`src/rtl/module_alu_seq.sv`:
```
// Multi-cycle ALU with start/busy/done handshake, signed overflow flag and iterative shift-add MUL.
// Build option: define ALU_SATURATE_EN to clamp overflowing results instead of wrapping.
module module_alu_seq #(
  parameter int WIDTH         = 16,
  parameter int IMM_MAG_WIDTH = 6
) (
  input  logic                     clk,
  input  logic                     rst,
  input  logic                     start,
  input  logic [2:0]               opcode,
  input  logic                     sinalImm,
  input  logic [IMM_MAG_WIDTH-1:0] Imm,
  input  logic [WIDTH-1:0]         v1ULA,
  input  logic [WIDTH-1:0]         v2ULA,
  output logic                     busy,
  output logic                     done,
  output logic [WIDTH-1:0]         valorGuardarULA,
  output logic                     overflow
);

  localparam int AW = WIDTH + IMM_MAG_WIDTH;
  localparam int CW = $clog2(IMM_MAG_WIDTH + 1);
  localparam logic [CW-1:0]    LAST = CW'(IMM_MAG_WIDTH - 1);
  localparam logic [AW-1:0]    HALF = {{(AW-WIDTH){1'b0}}, 1'b1, {(WIDTH-1){1'b0}}};
  localparam logic [WIDTH-1:0] SMAX = {1'b0, {(WIDTH-1){1'b1}}};
  localparam logic [WIDTH-1:0] SMIN = {1'b1, {(WIDTH-1){1'b0}}};

`ifdef ALU_SATURATE_EN
  localparam bit SAT_EN = 1'b1;
`else
  localparam bit SAT_EN = 1'b0;
`endif

  localparam logic [2:0] OP_LOAD  = 3'b000;
  localparam logic [2:0] OP_ADD   = 3'b001;
  localparam logic [2:0] OP_ADDI  = 3'b010;
  localparam logic [2:0] OP_SUB   = 3'b011;
  localparam logic [2:0] OP_SUBI  = 3'b100;
  localparam logic [2:0] OP_MUL   = 3'b101;
  localparam logic [2:0] OP_CLEAR = 3'b110;

  typedef enum logic [1:0] {IDLE, EXEC, MULT, FIN} state_t;

  state_t                   state_q;
  logic [2:0]               op_q;
  logic [WIDTH-1:0]         v1_q, v2_q;
  logic                     sgn_q;
  logic [IMM_MAG_WIDTH-1:0] imm_q, mplier_q;
  logic [AW-1:0]            mcand_q, acc_q;
  logic [CW-1:0]            cnt_q;
  logic                     busy_q, done_q, ovf_q;
  logic [WIDTH-1:0]         res_q;

  logic [WIDTH-1:0] abs_v1;
  logic [WIDTH-1:0] imm_ext, imm_s, alu_b, alu_sum, alu_res, mul_wrap, mul_res, res_d;
  logic             alu_sub, alu_ovf, mul_neg, mul_ovf, ovf_d;

  // The most negative v1 maps to 2^(WIDTH-1), which still fits as an unsigned WIDTH-bit magnitude.
  assign abs_v1 = v1ULA[WIDTH-1] ? -v1ULA : v1ULA;

  always_comb begin
    imm_ext = {{(WIDTH-IMM_MAG_WIDTH){1'b0}}, imm_q};
    imm_s   = sgn_q ? -imm_ext : imm_ext;
    alu_sub = (op_q == OP_SUB) || (op_q == OP_SUBI);
    alu_b   = ((op_q == OP_ADDI) || (op_q == OP_SUBI)) ? imm_s : v2_q;
    alu_sum = alu_sub ? (v1_q - alu_b) : (v1_q + alu_b);
    alu_ovf = (alu_sub ? (v1_q[WIDTH-1] != alu_b[WIDTH-1]) : (v1_q[WIDTH-1] == alu_b[WIDTH-1]))
              && (alu_sum[WIDTH-1] != v1_q[WIDTH-1]);
    // On overflow the true result has the sign of v1.
    alu_res = (SAT_EN && alu_ovf) ? (v1_q[WIDTH-1] ? SMIN : SMAX) : alu_sum;

    mul_neg  = v1_q[WIDTH-1] ^ (sgn_q && (imm_q != '0));
    mul_ovf  = mul_neg ? (acc_q > HALF) : (acc_q >= HALF);
    mul_wrap = mul_neg ? -acc_q[WIDTH-1:0] : acc_q[WIDTH-1:0];
    mul_res  = (SAT_EN && mul_ovf) ? (mul_neg ? SMIN : SMAX) : mul_wrap;

    res_d = res_q;
    ovf_d = ovf_q;
    if (state_q == FIN) begin
      res_d = mul_res;
      ovf_d = mul_ovf;
    end else begin
      case (op_q)
        OP_LOAD: begin
          res_d = imm_s;
          ovf_d = 1'b0;
        end
        OP_ADD, OP_ADDI, OP_SUB, OP_SUBI: begin
          res_d = alu_res;
          ovf_d = alu_ovf;
        end
        OP_CLEAR: begin
          res_d = '0;
          ovf_d = 1'b0;
        end
        default: ;
      endcase
    end
  end

  always_ff @(posedge clk or posedge rst) begin
    if (rst) begin
      state_q  <= IDLE;
      op_q     <= '0;
      v1_q     <= '0;
      v2_q     <= '0;
      sgn_q    <= 1'b0;
      imm_q    <= '0;
      mplier_q <= '0;
      mcand_q  <= '0;
      acc_q    <= '0;
      cnt_q    <= '0;
      busy_q   <= 1'b0;
      done_q   <= 1'b0;
      res_q    <= '0;
      ovf_q    <= 1'b0;
    end else begin
      done_q <= 1'b0;
      case (state_q)
        IDLE: begin
          if (start) begin
            op_q     <= opcode;
            v1_q     <= v1ULA;
            v2_q     <= v2ULA;
            sgn_q    <= sinalImm;
            imm_q    <= Imm;
            mplier_q <= Imm;
            mcand_q  <= {{IMM_MAG_WIDTH{1'b0}}, abs_v1};
            acc_q    <= '0;
            cnt_q    <= '0;
            busy_q   <= 1'b1;
            state_q  <= (opcode == OP_MUL) ? MULT : EXEC;
          end
        end
        MULT: begin
          if (mplier_q[0]) acc_q <= acc_q + mcand_q;
          mcand_q  <= mcand_q << 1;
          mplier_q <= mplier_q >> 1;
          cnt_q    <= cnt_q + CW'(1);
          if (cnt_q == LAST) state_q <= FIN;
        end
        EXEC, FIN: begin
          res_q   <= res_d;
          ovf_q   <= ovf_d;
          busy_q  <= 1'b0;
          done_q  <= 1'b1;
          state_q <= IDLE;
        end
        default: state_q <= IDLE;
      endcase
    end
  end

  assign busy            = busy_q;
  assign done            = done_q;
  assign valorGuardarULA = res_q;
  assign overflow        = ovf_q;

endmodule

```
`config.mk`:
```
export PLATFORM = sky130hd
export DESIGN_NAME = module_alu_seq
export DESIGN_NICKNAME = d
export VERILOG_FILES = /design/src/rtl/module_alu_seq.sv
export SDC_FILE = /design/constraint.sdc
export NUM_CORES = 1
export LEC_CHECK = 0
export CAP_MARGIN = 20
export CORE_UTILIZATION = 59
export CTS_CLUSTER_DIAMETER = 80
export DETAILED_ROUTE_END_ITERATION = 8
export PLACE_DENSITY_LB_ADDON = 0.08
export SETUP_SLACK_MARGIN = 0.4
export SLEW_MARGIN = 30
export SYNTH_ARGS = -nofsm -noshare
export SYNTH_HDL_FRONTEND = slang
export SYNTH_SLANG_ARGS = --single-unit
```
`constraint.sdc`:
```
create_clock -name clk -period 5.9 [get_ports clk]
set_input_delay 0.59 -clock clk [delete_from_list [all_inputs] [get_ports clk]]
set_output_delay 0.59 -clock clk [all_outputs]
set_load 0.01 [all_outputs]
```
Yosys cells after proc, flatten, opt, wreduce, memory -nomap -nowiden
Cells that the tools add are included.
{"block": "word_totals", "register_bits": 116, "in_bits": 45, "output_inout_bits": 19}
{"block": "classes", "order_cmp": 2, "n_eq_ne": 16, "bitwise_logic": 1, "n_reduce_logical": 21, "add_sub_neg": 7, "mux": 27}
{"op": "16-bit 2-to-1 mux", "count": 6}
{"op": "22-bit one-hot mux with 2 select lines", "count": 2}
{"op": "22-bit 2-to-1 mux", "count": 3}
{"op": "16-bit one-hot mux with 3 select lines", "count": 1}
{"op": "16-bit negator", "count": 2}
{"op": "22-bit adder", "count": 1}
{"op": "22-bit by 16-bit >= comparator with 1-bit output, second input constant", "count": 1}
{"op": "22-bit by 16-bit > comparator with 1-bit output, second input constant", "count": 1}
{"op": "16-bit adder", "count": 1}
{"op": "6-bit negator with 16-bit output", "count": 1}
{"op": "16-bit subtractor", "count": 1}
{"op": "3-bit == test, second input constant", "count": 4}
{"op": "6-bit one-hot mux with 2 select lines", "count": 1}
{"op": "2-bit AND reduction", "count": 6}
{"op": "3-bit by 2-bit == test with 1-bit output, second input constant", "count": 2}
{"op": "2-bit 2-to-1 mux", "count": 3}
{"op": "6-bit 2-to-1 mux", "count": 1}
{"op": "2-bit != test, second input constant", "count": 3}
{"op": "2-bit one-hot mux with 3 select lines", "count": 1}
{"op": "3-bit one-hot mux with 2 select lines", "count": 1}
{"op": "6-bit nonzero test", "count": 1}
{"op": "1-bit 2-to-1 mux", "count": 5}
{"op": "2-bit == test, second input constant", "count": 2}
{"op": "1-bit one-hot mux with 2 select lines", "count": 2}
{"op": "17 further kinds", "count": 22}

Depth between registers and ports, before layout
Gate-level depths: netlist of the first run.
{"block": "depth", "ltp_word": 9, "depth_mapped": 23, "depth_no_buf": 20}

Worst setup path after synthesis of the first run
OpenSTA, ideal clock, no wires.
{"block": "synth_path", "path_type": "register -> register", "startpoint": "register op_q[1]", "endpoint": "register ovf_q (netlist: overflow)", "synth_period_minus_slack_ns": 4.754, "t_arrival_ns": 4.653, "setup_slack_ns": 1.146, "stages_incl_launch_ff": 24, "n_path_buf": 4, "path_cell_list": "dfrtp_1 > buf_6 > xnor2_2 > or2_0 > buf_2 > clkbuf_1 > clkbuf_1 > nor2_1 > a21oi_1 > ha_1 > o21ai_0 > or2_2 > nor2_1 > a21oi_1 > xor2_1 > ha_1 > a21oi_1 > o21bai_1 > or4_1 > o21ai_0 > o21ai_0 > xnor2_1 > nor3_1 > nor4_1"}
{"block": "synth_between", "elab_chain_len": 9, "elab_cells_between_ends": 23}
{"element": "from (decl)", "line_no": "45", "rtl": "logic [2:0] op_q;"}
{"element": "from (signal assigned)", "line_no": "122", "rtl": "op_q <= opcode;"}
{"element": "3-bit by 2-bit == test with 1-bit output / 3-bit == test (equally long branches)", "line_no": "65, 83, 64"}
{"element": "1-bit logical OR", "line_no": "65", "rtl": "alu_b = ((op_q == OP_ADDI) || (op_q == OP_SUBI)) ? imm_s : v2_q;"}
{"element": "16-bit 2-to-1 mux", "line_no": "65"}
{"element": "16-bit adder / 16-bit subtractor (equally long branches)", "line_no": "66", "rtl": "alu_sum = alu_sub ? (v1_q - alu_b) : (v1_q + alu_b);"}
{"element": "16-bit 2-to-1 mux", "line_no": "66"}
{"element": "1-bit != test", "line_no": "68", "rtl": "&& (alu_sum[WIDTH-1] != v1_q[WIDTH-1]);"}
{"element": "1-bit logical AND", "line_no": "68"}
{"element": "1-bit one-hot mux with 2 select lines", "line_no": "83", "rtl": "case (op_q)"}
{"element": "1-bit 2-to-1 mux", "line_no": "79", "rtl": "if (state_q == FIN) begin"}
{"element": "to (signal assigned)", "line_no": "144", "rtl": "ovf_q <= ovf_d;"}
{"element": "to (decl)", "line_no": "51", "rtl": "logic busy_q, done_q, ovf_q;"}
Several ways; a longest one is shown, not always the timed one.
A chain may end at the register's enable or synchronous reset.

Worst setup path in the final report of the first run
{"block": "layout_path", "startpoint": "register imm_q[1]", "endpoint": "register ovf_q (netlist: overflow)"}
{"block": "layout_between", "elab_chain_len": 9, "elab_cells_between_ends": 17}
{"element": "from (decl)", "line_no": "48", "rtl": "logic [IMM_MAG_WIDTH-1:0] imm_q, mplier_q;"}
{"element": "from (signal assigned)", "line_no": "126", "rtl": "imm_q <= Imm;"}
{"element": "6-bit negator with 16-bit output", "line_no": "63", "rtl": "imm_s = sgn_q ? -imm_ext : imm_ext;"}
{"element": "16-bit 2-to-1 mux", "line_no": "63"}
{"element": "16-bit 2-to-1 mux", "line_no": "65"}
{"element": "16-bit adder / 16-bit subtractor (equally long branches)", "line_no": "66"}
{"element": "16-bit 2-to-1 mux", "line_no": "66"}
{"element": "1-bit != test", "line_no": "68"}
{"element": "1-bit logical AND", "line_no": "68"}
{"element": "1-bit one-hot mux with 2 select lines", "line_no": "83"}
{"element": "1-bit 2-to-1 mux *", "line_no": "79"}
Mark *: on every way between the ends. The rest lies on a longest branch, timed or not.

==> flow_summary_export.csv, run 1 <==
group,metric,value,unit
run_status,outcome,"finished clean",
global_route,grt_pass1_vias,6704,
setup_path,critical_path.cell_chain,"nor2_1 > and3b_1 > ha_1 > mux2_2 > or3_1 > o32a_1 > or2_2 > nor2_1 > a31oi_1 > xor2_1 > ha_1 > and2_1 > o21bai_1 > or4_1 > o21ai_1 > o21ai_0 > xnor2_1 > nor3_1 > nor4_1",
worst_hold_path,hold_depth,1,
drt,antenna_left,0,
finish,drive_gt1_frac,0.101,
finish,antennaDiodeCount,0,
place,portBuffers,63,
setup_path,critPathLaunchType,"register",
setup_path,r2r-start,"imm_q[1]",
setup_path,crit_family,"simple AND/OR/NAND/NOR gates",
timing,slew_violations,0,
synthesis,syn_inst,855,
place,hpwl,15.9,mm
setup_path,crit_buf_inv,0,
setup_path,r2r_slack,0.83,ns
setup_path,criticalPathCategory,"register to register",
setup_path,cp-end-kind,"register",
finish,fin_cells,1083,
setup_path,arrival,5.40,ns
drt,first_pass_iters,8,
floorplanning,die_y,117,um
setup_path,crit_cells,19,
global_route,grt_pass1_wl,35.0,mm
place,gp_congestion,0.919,
cts,cts_buffers,17,
global_route,grt-ovfl-total,0,
worst_hold_path,hold_path_class,"register to register",
floorplanning,die_area,0.0136,mm2
timing,max_freq,0.197,GHz
power,p_per_area,547,mW/mm2
finish,seq_area,0.00290,mm2
finish,multi_input_area,0.00460,mm2
timing,rsz0062_at_grt,"false",
timing,max-slew-margin-rel,0.319,
floorplanning,die_w,117,um
drt,wl_per_cell,20.3,um
synthesis,yosysUniqueCellTypes,69,
setup_path,r2r_end,"overflow",
synthesis,netlist_area,0.00777,mm2
power,max-vdd-ir-drop,0.000318,V
flow_run,maxCapViolCount,0,
cts,ctsLongestPathBuffers,2,
global_route,antenna_found_initial,0,
worst_hold_path,hold_path_end,"busy",
timing,setup_viol_count_final,0,
cts,clkTransAtPathRegs,0.06,ns
cts,cts_tree,"done",
timing,finClkSkew,0.0143,ns
synthesis,syn_nets,945,
synthesis,syn_area_per_cell,9.09,um2
drt,viasPerCell,6.34,
global_route,grt_usage,0.345,
finish,area_growth,17.0,%
setup_path,required,6.23,ns
finish,final_area,0.00909,mm2
timing,finalCriticalPeriod,5.07,ns
timing,hold_viol_final,0,
place,place_inst,1051,
global_route,grt_max_degree,79,
place,post_dp_cell_area,0.00847,mm2
synthesis,yosysWarnings,0,
worst_hold_path,hp-start,"busy",
drt,drc,0,
cts,clk_latency,0.43,ns
power,p_leak,3.85,nW
floorplanning,boundaryPins,64,
drt,wirelength,21.9,mm
floorplanning,num_rows,41,
timing,tightest_slew,1.02,ns
cts,cts_root_buf,"clkbuf_16",
cts,htreeDepth,4,
setup_path,cp_slowest_stage_delay,0.41,ns
finish,fin_nets,988,
cts,cts_hold_buf,0,
finish,fillCellCount,1040,
synthesis,async_flop_share,1.00,
synthesis,synth_seq_cells,116,
floorplanning,initial_core_util,0.611,
finish,utilization,0.714,
setup_path,rr_worst_depth,19,
synthesis,synth-edff-count,0,
drt,vias,6862,
timing,finalCritPeriodShare,0.859,
synthesis,synth_ff_type,"dfrtp_1",
floorplanning,coreArea,0.0127,mm2
setup_path,crit_fanout,5,
drt,drt-initial-drc-count,606,
timing,setup_tns,0,ns
synthesis,ys_seq_area_frac,0.374,
cts,clock_sinks,116,
setup_path,slowest_stage,"dfrtp_1",
Yosys cell counts (7+ instances only):
| cell type | instances | area (um2) |
|---|---|---|
| o211ai_1 | 8 | 60.1 |
| nor2b_1 | 7 | 43.8 |
| nor3_1 | 20 | 100 |
| nand2b_1 | 12 | 75.1 |
| nor2_1 | 52 | 195 |
| xnor2_1 | 52 | 455 |
| o31ai_1 | 9 | 67.6 |
| nand2_1 | 81 | 304 |
| a22o_1 | 9 | 78.8 |
| o21ai_0 | 72 | 360 |
| a21oi_1 | 71 | 355 |
| a31oi_1 | 9 | 56.3 |
| xor2_1 | 30 | 263 |
| ha_1 | 43 | 538 |
| clkbuf_1 | 36 | 135 |
| dfrtp_1 | 116 | 2900 |
| o22ai_1 | 43 | 269 |
| mux2_2 | 39 | 439 |
| inv_1 | 24 | 90.1 |
| a21o_1 | 15 | 113 |
timing repair:
item	4_1_cts	5_1_grt
resized for setup	0	3
setup endpoints to repair	0	2
buffers inserted	0	0
hold endpoints to repair	0	0
worst max path at each step:
stage	from	endpoint	slack [ns]
detailed placement	imm_q[2]	overflow	0.77
global placement	imm_q[2]	overflow	0.82
CTS	imm_q[2]	overflow	0.66
global route	imm_q[1]	overflow	0.54
floorplan	op_q[1]	overflow	1.15
finish	imm_q[1]	overflow	0.83
metal layers:
| layer | GRT usage | up-vias | wire length [um] |
|---|---|---|---|
| li1 | - | 3202 | - |
| met1 | 0.455 | 3360 | 9590 |
| met2 | 0.563 | 262 | 10400 |
| met3 | 0.0675 | 38 | 1370 |
| met4 | 0.132 | 0 | 536 |
| met5 | 0 | - | 0 |
worst reg2reg max path, delay by kind of cell (launching register included):
family | cells | cell delay (ns)
DFF | 1 | 0.41
muxes | 1 | 0.30
and+or+nand+nor | 9 | 2.29
adders and majority gates | 2 | 0.56
xor gates and xnor gates | 2 | 0.49
AOI/OAI and AO/OA | 5 | 0.92
sequential cells by signal, summed over array words and instances (netlist names):
register / cells
state_q: 2
sgn_q: 1
v1_q: 16
done: 1
busy: 1
v2_q: 16
imm_q: 6
mcand_q: 22
acc_q: 22
op_q: 3
overflow: 1
valorGuardarULA: 16
cnt_q: 3
mplier_q: 6
layout make-up:
| type | instances | share of cell area |
|---|---|---|
| multi-input combinational | 670 | 0.506 |
| sequential | 116 | 0.319 |
| timing repair buffer | 68 | 0.0735 |
| clock buffer | 17 | 0.0468 |
| tap | 172 | 0.0237 |
| clock inverter | 15 | 0.0197 |
| inverter | 25 | 0.0109 |
cells by family (layout without fill, tap and decap cells):
| logic type | count (synthesis) | count (layout) | share of synthesized area |
|---|---|---|---|
| AOI/OAI and AO/OA | 279 | 279 | 0.223 |
| adders and majority gates | 45 | 45 | 0.0744 |
| DFF | 116 | 116 | 0.374 |
| muxes | 44 | 44 | 0.0630 |
| xor gates and xnor gates | 83 | 83 | 0.0945 |
| buffers and inverters | 69 | 125 | 0.0356 |
| and+or+nand+nor | 219 | 219 | 0.136 |
cell usage in the layout (no fill, tap or decap), drive strengths merged, types with 6 or more instances in the layout:
cell type,n
xnor2,53
dfrtp,116
clkbuf,17
nor2,53
nand3,6
a22o,9
and2,7
ha,43
mux2,39
nand2b,12
a21o,15
o31ai,9
o22ai,43
nor3,20
o21ai,74
inv,28
clkdlybuf4s50,63
nor4,6
nand2,81
and3,6
xor2,30
a211oi,7
nor2b,7
a31oi,9
a21oi,71
o211ai,8
or3,6
stage by stage:
step | hold WS [ns] | total power [mW] | setup slack (ns)
after floorplan | 0.445 | 3.16 | 1.15
final | 0.484 | 4.97 | 0.832
after global routing | 0.514 | 5.31 | 0.543
after global placement | 0.468 | 3.79 | 0.816
after CTS | 0.487 | 4.94 | 0.661
after detailed placement | 0.477 | 3.84 | 0.766
power by group:
group	total, mW	internal [mW]	switching, mW
Combinational	2.58	1.18	1.41
Clock	1.07	0.665	0.406
Sequential	1.31	1.02	0.294
Total	4.97	2.86	2.11
Power figures use the tool's default switching activity.
==> run 2, diff against run 1 <==
--- a/config.mk
+++ b/config.mk
@@ -7,8 +7,10 @@
 export LEC_CHECK = 0
 export CAP_MARGIN = 20
 export CORE_UTILIZATION = 59
-export CTS_CLUSTER_DIAMETER = 80
+export CTS_CLUSTER_DIAMETER = 100
+export CTS_CLUSTER_SIZE = 30
 export DETAILED_ROUTE_END_ITERATION = 8
+export GPL_ROUTABILITY_DRIVEN = 0
 export PLACE_DENSITY_LB_ADDON = 0.08
 export SETUP_SLACK_MARGIN = 0.4
 export SLEW_MARGIN = 30
==> run 2 against run 1 <==
Compared with the run above: worst hold slack better by 0.0015 ns; register-to-register slack got worse by 0.13 ns; sequential cell count unchanged; non-clock buffer count grew 1; global-route usage decreased by 0.63 points; setup slack lost 0.13 ns; clock skew is 0.0070 ns lower; maximum frequency down 2.4%; critical path depth did not move; combinational power is 2% higher.
==> flow_summary_export.csv, run 2 (same netlist as run 1, synthesis figures left out) <==
group,metric,value,unit
drt,drt-initial-drc-count,737,
finish,final_area,0.00909,mm2
cts,ctsLongestPathBuffers,2,
setup_path,arrival,5.53,ns
timing,holdWs,0.485,ns
timing,hold_viol_final,0,
timing,finalCritPeriodShare,0.881,
timing,rsz0062_at_grt,"false",
place,portBuffers,63,
global_route,grt_pass1_wl,34.4,mm
place,place_inst,1052,
cts,cts_hold_buf,0,
setup_path,r2r_end,"overflow",
setup_path,criticalPathCategory,"register to register",
floorplanning,die_area,0.0136,mm2
cts,cts_resized,0,
finish,fin_cells,1083,
cts,clkTransAtPathRegs,0.06,ns
setup_path,critPathLaunchType,"register",
finish,multi_input_area,0.00460,mm2
worst_hold_path,hold_path_class,"register to register",
global_route,grt_pass1_vias,6853,
place,post_dp_cell_area,0.00848,mm2
timing,setup_tns,0,ns
timing,tightest_slew,0.936,ns
drt,wirelength,21.8,mm
cts,cts_root_buf,"clkbuf_16",
timing,setup_viol_count_final,0,
finish,fin_nets,989,
finish,reg_top3,"acc_q: 22 flops, mcand_q: 22 flops",
worst_hold_path,hp-start,"v1_q[0]",
power,max-vdd-ir-drop,0.000277,V
finish,seq_area,0.00290,mm2
global_route,grt-ovfl-total,0,
cts,cts_setup_buffers,0,
finish,mostFrequentLayoutCells,"dfrtp_1, nand2_1, o21ai_0",
global_route,grt_max_degree,73,
floorplanning,die_y,117,um
setup_path,required,6.23,ns
global_route,grt_usage,0.339,
floorplanning,num_rows,41,
timing,finalCriticalPeriod,5.20,ns
drt,viasPerCell,6.47,
worst_hold_path,hold_depth,2,
floorplanning,boundaryPins,64,
power,totalPowerFinal,5.01,mW
timing,max-slew-margin-rel,0.374,
cts,cts_buffers,17,
finish,antennaDiodeCount,0,
setup_path,cp-end-kind,"register",
run_status,outcome,"finished clean",
cts,htreeDepth,4,
drt,drc,0,
setup_path,rr_worst_depth,19,
place,hpwl,15.8,mm
drt,first_pass_iters,5,
floorplanning,die_w,117,um
cts,clock_sinks,116,
setup_path,r2r-start,"imm_q[2]",
setup_path,crit_fanout,8,
setup_path,r2r_slack,0.70,ns
floorplanning,coreArea,0.0127,mm2
global_route,antenna_found_initial,0,
worst_hold_path,hold_path_end,"v1_q[0]",
drt,antenna_left,0,
timing,slew_violations,0,
finish,fillCellCount,995,
cts,clk_latency,0.43,ns
drt,vias,7009,
timing,max_freq,0.192,GHz
finish,drive_gt1_frac,0.0999,
flow_run,maxCapViolCount,0,
drt,wl_per_cell,20.1,um
finish,final_common_cell,"dfrtp_1",
timing,finClkSkew,0.00732,ns
power,p_leak,3.85,nW
floorplanning,initial_core_util,0.611,
cts,cts_tree,"done",
finish,area_growth,17.0,%
power,p_per_area,551,mW/mm2
-- run 2: final cells by class --
| type | count | area share |
|---|---|---|
| clock buffers | 17 | 0.0468 |
| clock inverters | 14 | 0.0195 |
| inverters | 25 | 0.0109 |
| multi-input cells | 670 | 0.506 |
| flip-flops and latches | 116 | 0.319 |
| well taps | 172 | 0.0237 |
| repair buffers | 69 | 0.0743 |
-- run 2: routing by layer --
metal / share of wire / vias to the layer above / routed length [um] / global-route usage
met4: 0.035 / 0 / 758 / 0.138
met2: 0.48 / 329 / 10500 / 0.570
met5: 0 / - / 0 / 0
met3: 0.077 / 65 / 1680 / 0.0711
li1: - / 3209 / - / -
met1: 0.41 / 3406 / 8880 / 0.426
-- run 2: power by group --
group,internal [mW],switching [mW]
Clock,0.664,0.404
Combinational,1.18,1.44
Sequential,1.02,0.300
-- run 2: worst max-delay path, stage by stage, from the launching register on --
cell and delay, ns:
dfrtp_1 0.54, nor2_1 0.10, and3b_1 0.18, ha_1 0.26
mux2_2 0.29, or3_1 0.40, o32a_1 0.22, or2_2 0.30
nor2_1 0.22, a21oi_1 0.14, xor2_1 0.21, ha_1 0.34
a21oi_2 0.26, o21bai_1 0.13, or4_1 0.39, o21ai_0 0.29
o21ai_0 0.17, xnor2_1 0.28, nor3_1 0.08, nor4_1 0.28
-- run 2: how the worst max path moves through the flow --
stage,start,end,slack (ns),cells past startpoint
6_report,imm_q[2],overflow,0.70,19
3_5_place_dp,imm_q[2],overflow,0.77,19
4_1_cts,imm_q[2],overflow,0.64,19
3_3_place_gp,imm_q[2],overflow,0.98,19
5_1_grt,imm_q[1],overflow,0.42,19
2_1_floorplan,op_q[1],overflow,1.15,23
-- run 2: through the flow --
step	util	setup slack, ns
after global routing	0.715	0.421
after CTS	0.714	0.645
after floorplan	-	1.15
after detailed placement	0.667	0.771
after global placement	0.667	0.978
final	0.715	0.704
==> run 3, diff against run 2 <==
--- a/config.mk
+++ b/config.mk
@@ -6,7 +6,9 @@
 export NUM_CORES = 1
 export LEC_CHECK = 0
 export CAP_MARGIN = 20
-export CORE_UTILIZATION = 59
+export CELL_PAD_IN_SITES_DETAIL_PLACEMENT = 0
+export CELL_PAD_IN_SITES_GLOBAL_PLACEMENT = 1
+export CORE_UTILIZATION = 46
 export CTS_CLUSTER_DIAMETER = 100
 export CTS_CLUSTER_SIZE = 30
 export DETAILED_ROUTE_END_ITERATION = 8
@@ -17,3 +19,4 @@
 export SYNTH_ARGS = -nofsm -noshare
 export SYNTH_HDL_FRONTEND = slang
 export SYNTH_SLANG_ARGS = --single-unit
+export TNS_END_PERCENT = 100
==> constraint.sdc (replaced) <==
create_clock -name clk -period 5.9 [get_ports clk]
set_input_delay 1.18 -clock clk [delete_from_list [all_inputs] [get_ports clk]]
set_output_delay 1.18 -clock clk [all_outputs]
set_load 0.01 [all_outputs]
==> run 3 against run 2 <==
Compared with the run above: utilization fell by 16 points; critical path depth is the same; final area is 0.81% higher; first-iteration DRC count down 29%; worst hold slack better by 0.0060 ns; critical endpoint unchanged; largest cell class unchanged.
==> flow_summary_export.csv, run 3 (same netlist as run 1, synthesis figures left out) <==
group,metric,value,unit
run_status,outcome,"finished clean",
timing,hold_viol_final,0,
power,max-vdd-ir-drop,0.000290,V
worst_hold_path,hold_path_end,"v1_q[0]",
setup_path,slowest_stage,"dfrtp_1",
timing,slew_violations,0,
floorplanning,die_w,132,um
timing,finClkSkew,0.0112,ns
place,portBuffers,63,
setup_path,cp_slowest_stage_delay,0.53,ns
drt,vias,6702,
place,pre_cts_ws,0.815,ns
drt,antenna_left,0,
setup_path,crit_fanout,8,
cts,ctsLongestPathBuffers,2,
global_route,antenna_found_initial,0,
setup_path,r2r_end,"overflow",
setup_path,critPathLaunchType,"register",
setup_path,r2r_slack,0.80,ns
timing,finalCritPeriodShare,0.865,
global_route,grt_usage,0.267,
drt,viasPerCell,5.92,
floorplanning,coreArea,0.0165,mm2
cts,cts_buffers,17,
setup_path,arrival,5.41,ns
cts,clock_sinks,116,
floorplanning,boundaryPins,64,
timing,setup_viol_count_final,0,
finish,antennaDiodeCount,0,
finish,drive_gt1_frac,0.0987,
cts,clk_latency,0.42,ns
finish,fillCellCount,1510,
cts,cts_root_buf,"clkbuf_16",
setup_path,critical_path.cell_chain,"nor2_1 > and3b_1 > ha_1 > mux2_2 > or3_1 > o32a_1 > or2_2 > nor2_1 > a21oi_1 > xor2_1 > ha_1 > a21oi_2 > o21bai_1 > or4_1 > o21ai_0 > o21ai_0 > xnor2_1 > nor3_1 > nor4_1",
timing,worst_slack,0.798,ns
timing,max_freq,0.196,GHz
finish,mostFrequentLayoutCells,"dfrtp_1, nand2_1, o21ai_0",
timing,finalCriticalPeriod,5.10,ns
drt,drt-initial-drc-count,524,
timing,setup_tns,0,ns
timing,holdWs,0.491,ns
drt,wirelength,22.4,mm
cts,cts_setup_buffers,0,
global_route,grt_pass1_vias,6575,
flow_run,maxCapViolCount,0,
timing,tightest_slew,0.927,ns
drt,top_layer,"met4",
power,seqPwrFrac,0.265,
floorplanning,num_rows,47,
drt,drc,0,
place,post_dp_cell_area,0.00855,mm2
cts,clkTransAtPathRegs,0.05,ns
setup_path,required,6.21,ns
setup_path,cp-end-kind,"register",
floorplanning,die_area,0.0174,mm2
finish,area_growth,18.0,%
worst_hold_path,hold_depth,2,
finish,final_area,0.00917,mm2
power,p_per_area,542,mW/mm2
worst_hold_path,hold_path_class,"register to register",
global_route,grt_pass1_wl,35.8,mm
timing,max-slew-margin-rel,0.381,
timing,rsz0062_at_grt,"false",
power,p_leak,3.87,nW
cts,cts_tree,"done",
global_route,grt_max_degree,61,
power,pwr-share-comb,0.519,
global_route,grt-ovfl-total,0,
power,power.internal,2.90,mW
finish,reg_top3,"acc_q: 22 flops, mcand_q: 22 flops",
floorplanning,die_y,132,um
drt,wl_met1,10.2,mm
cts,htreeDepth,4,
power,p_clk_frac,0.217,
drt,wl_per_cell,19.8,um
place,hpwl,16.7,mm
finish,fin_nets,990,
power,p_sw,2.07,mW
finish,final_common_cell,"dfrtp_1",
cts,cts_hold_buf,0,
drt,dr_wl_met3,854,um
power,swShare,0.416,
drt,first_pass_iters,5,
floorplanning,initial_core_util,0.470,
worst_hold_path,hp-start,"v1_q[0]",
power,totalPowerFinal,4.97,mW
setup_path,r2r-start,"imm_q[2]",
setup_path,rr_worst_depth,19,
drt,wl_met2,10.9,mm
setup_path,criticalPathCategory,"register to register",
run 3: routing by layer:
layer  GRT usage  vias up
li1            -     3202
met1       0.346     3287
met2       0.457      187
met3      0.0438       26
met4      0.0814        0
met5           0        -
run 3: worst max-delay path by stage:
stage / start / to / slack (ns)
after global placement: imm_q[2] / overflow / 0.93
final: imm_q[2] / overflow / 0.80
after floorplan: op_q[1] / overflow / 1.15
after CTS: imm_q[2] / overflow / 0.73
after detailed placement: imm_q[2] / overflow / 0.81
after global routing: imm_q[2] / overflow / 0.41
run 3: cell type report:
cell class,instances,area [um2],area share
clock buffers,23,488,0.0532
clock inverters,8,124,0.0135
inverters,25,96.3,0.0105
multi-input cells,670,4600,0.502
flip-flops and latches,116,2900,0.317
well taps,220,275,0.0300
repair buffers,70,683,0.0745
run 3: what timing repair did:
item / in CTS / in global routing
endpoints found under the hold margin: 0 / 0
setup endpoints to repair: 0 / 2
gates resized for setup: 0 / 1
run 3: through the flow:
| stage | util | instances |
|---|---|---|
| 3_5_place_dp | 0.518 | 1101 |
| 3_3_place_gp | 0.517 | 1101 |
| 6_report | 0.555 | 1132 |
| 4_1_cts | 0.555 | 1132 |
| 5_1_grt | 0.555 | 1132 |
| 2_1_floorplan | - | 855 |
run 3: critical path, delay by kind of cell (launching register included):
family	cells	cell delay, ns
compound gates	6	1.14
xor+xnor	2	0.47
fa+ha+maj	2	0.61
flops	1	0.53
mux	1	0.29
simple gates	8	1.96
run 3: power by group through the flow:
| stage | sequential [mW] | clock, mW | combinational (mW) |
|---|---|---|---|
| after detailed placement | 1.32 | 0 | 2.54 |
| after CTS | 1.31 | 1.09 | 2.56 |
| final | 1.32 | 1.08 | 2.58 |
| after global placement | 1.31 | 0 | 2.52 |
| after global routing | 1.35 | 1.12 | 2.84 |
| after floorplan | 1.22 | 0 | 1.95 |
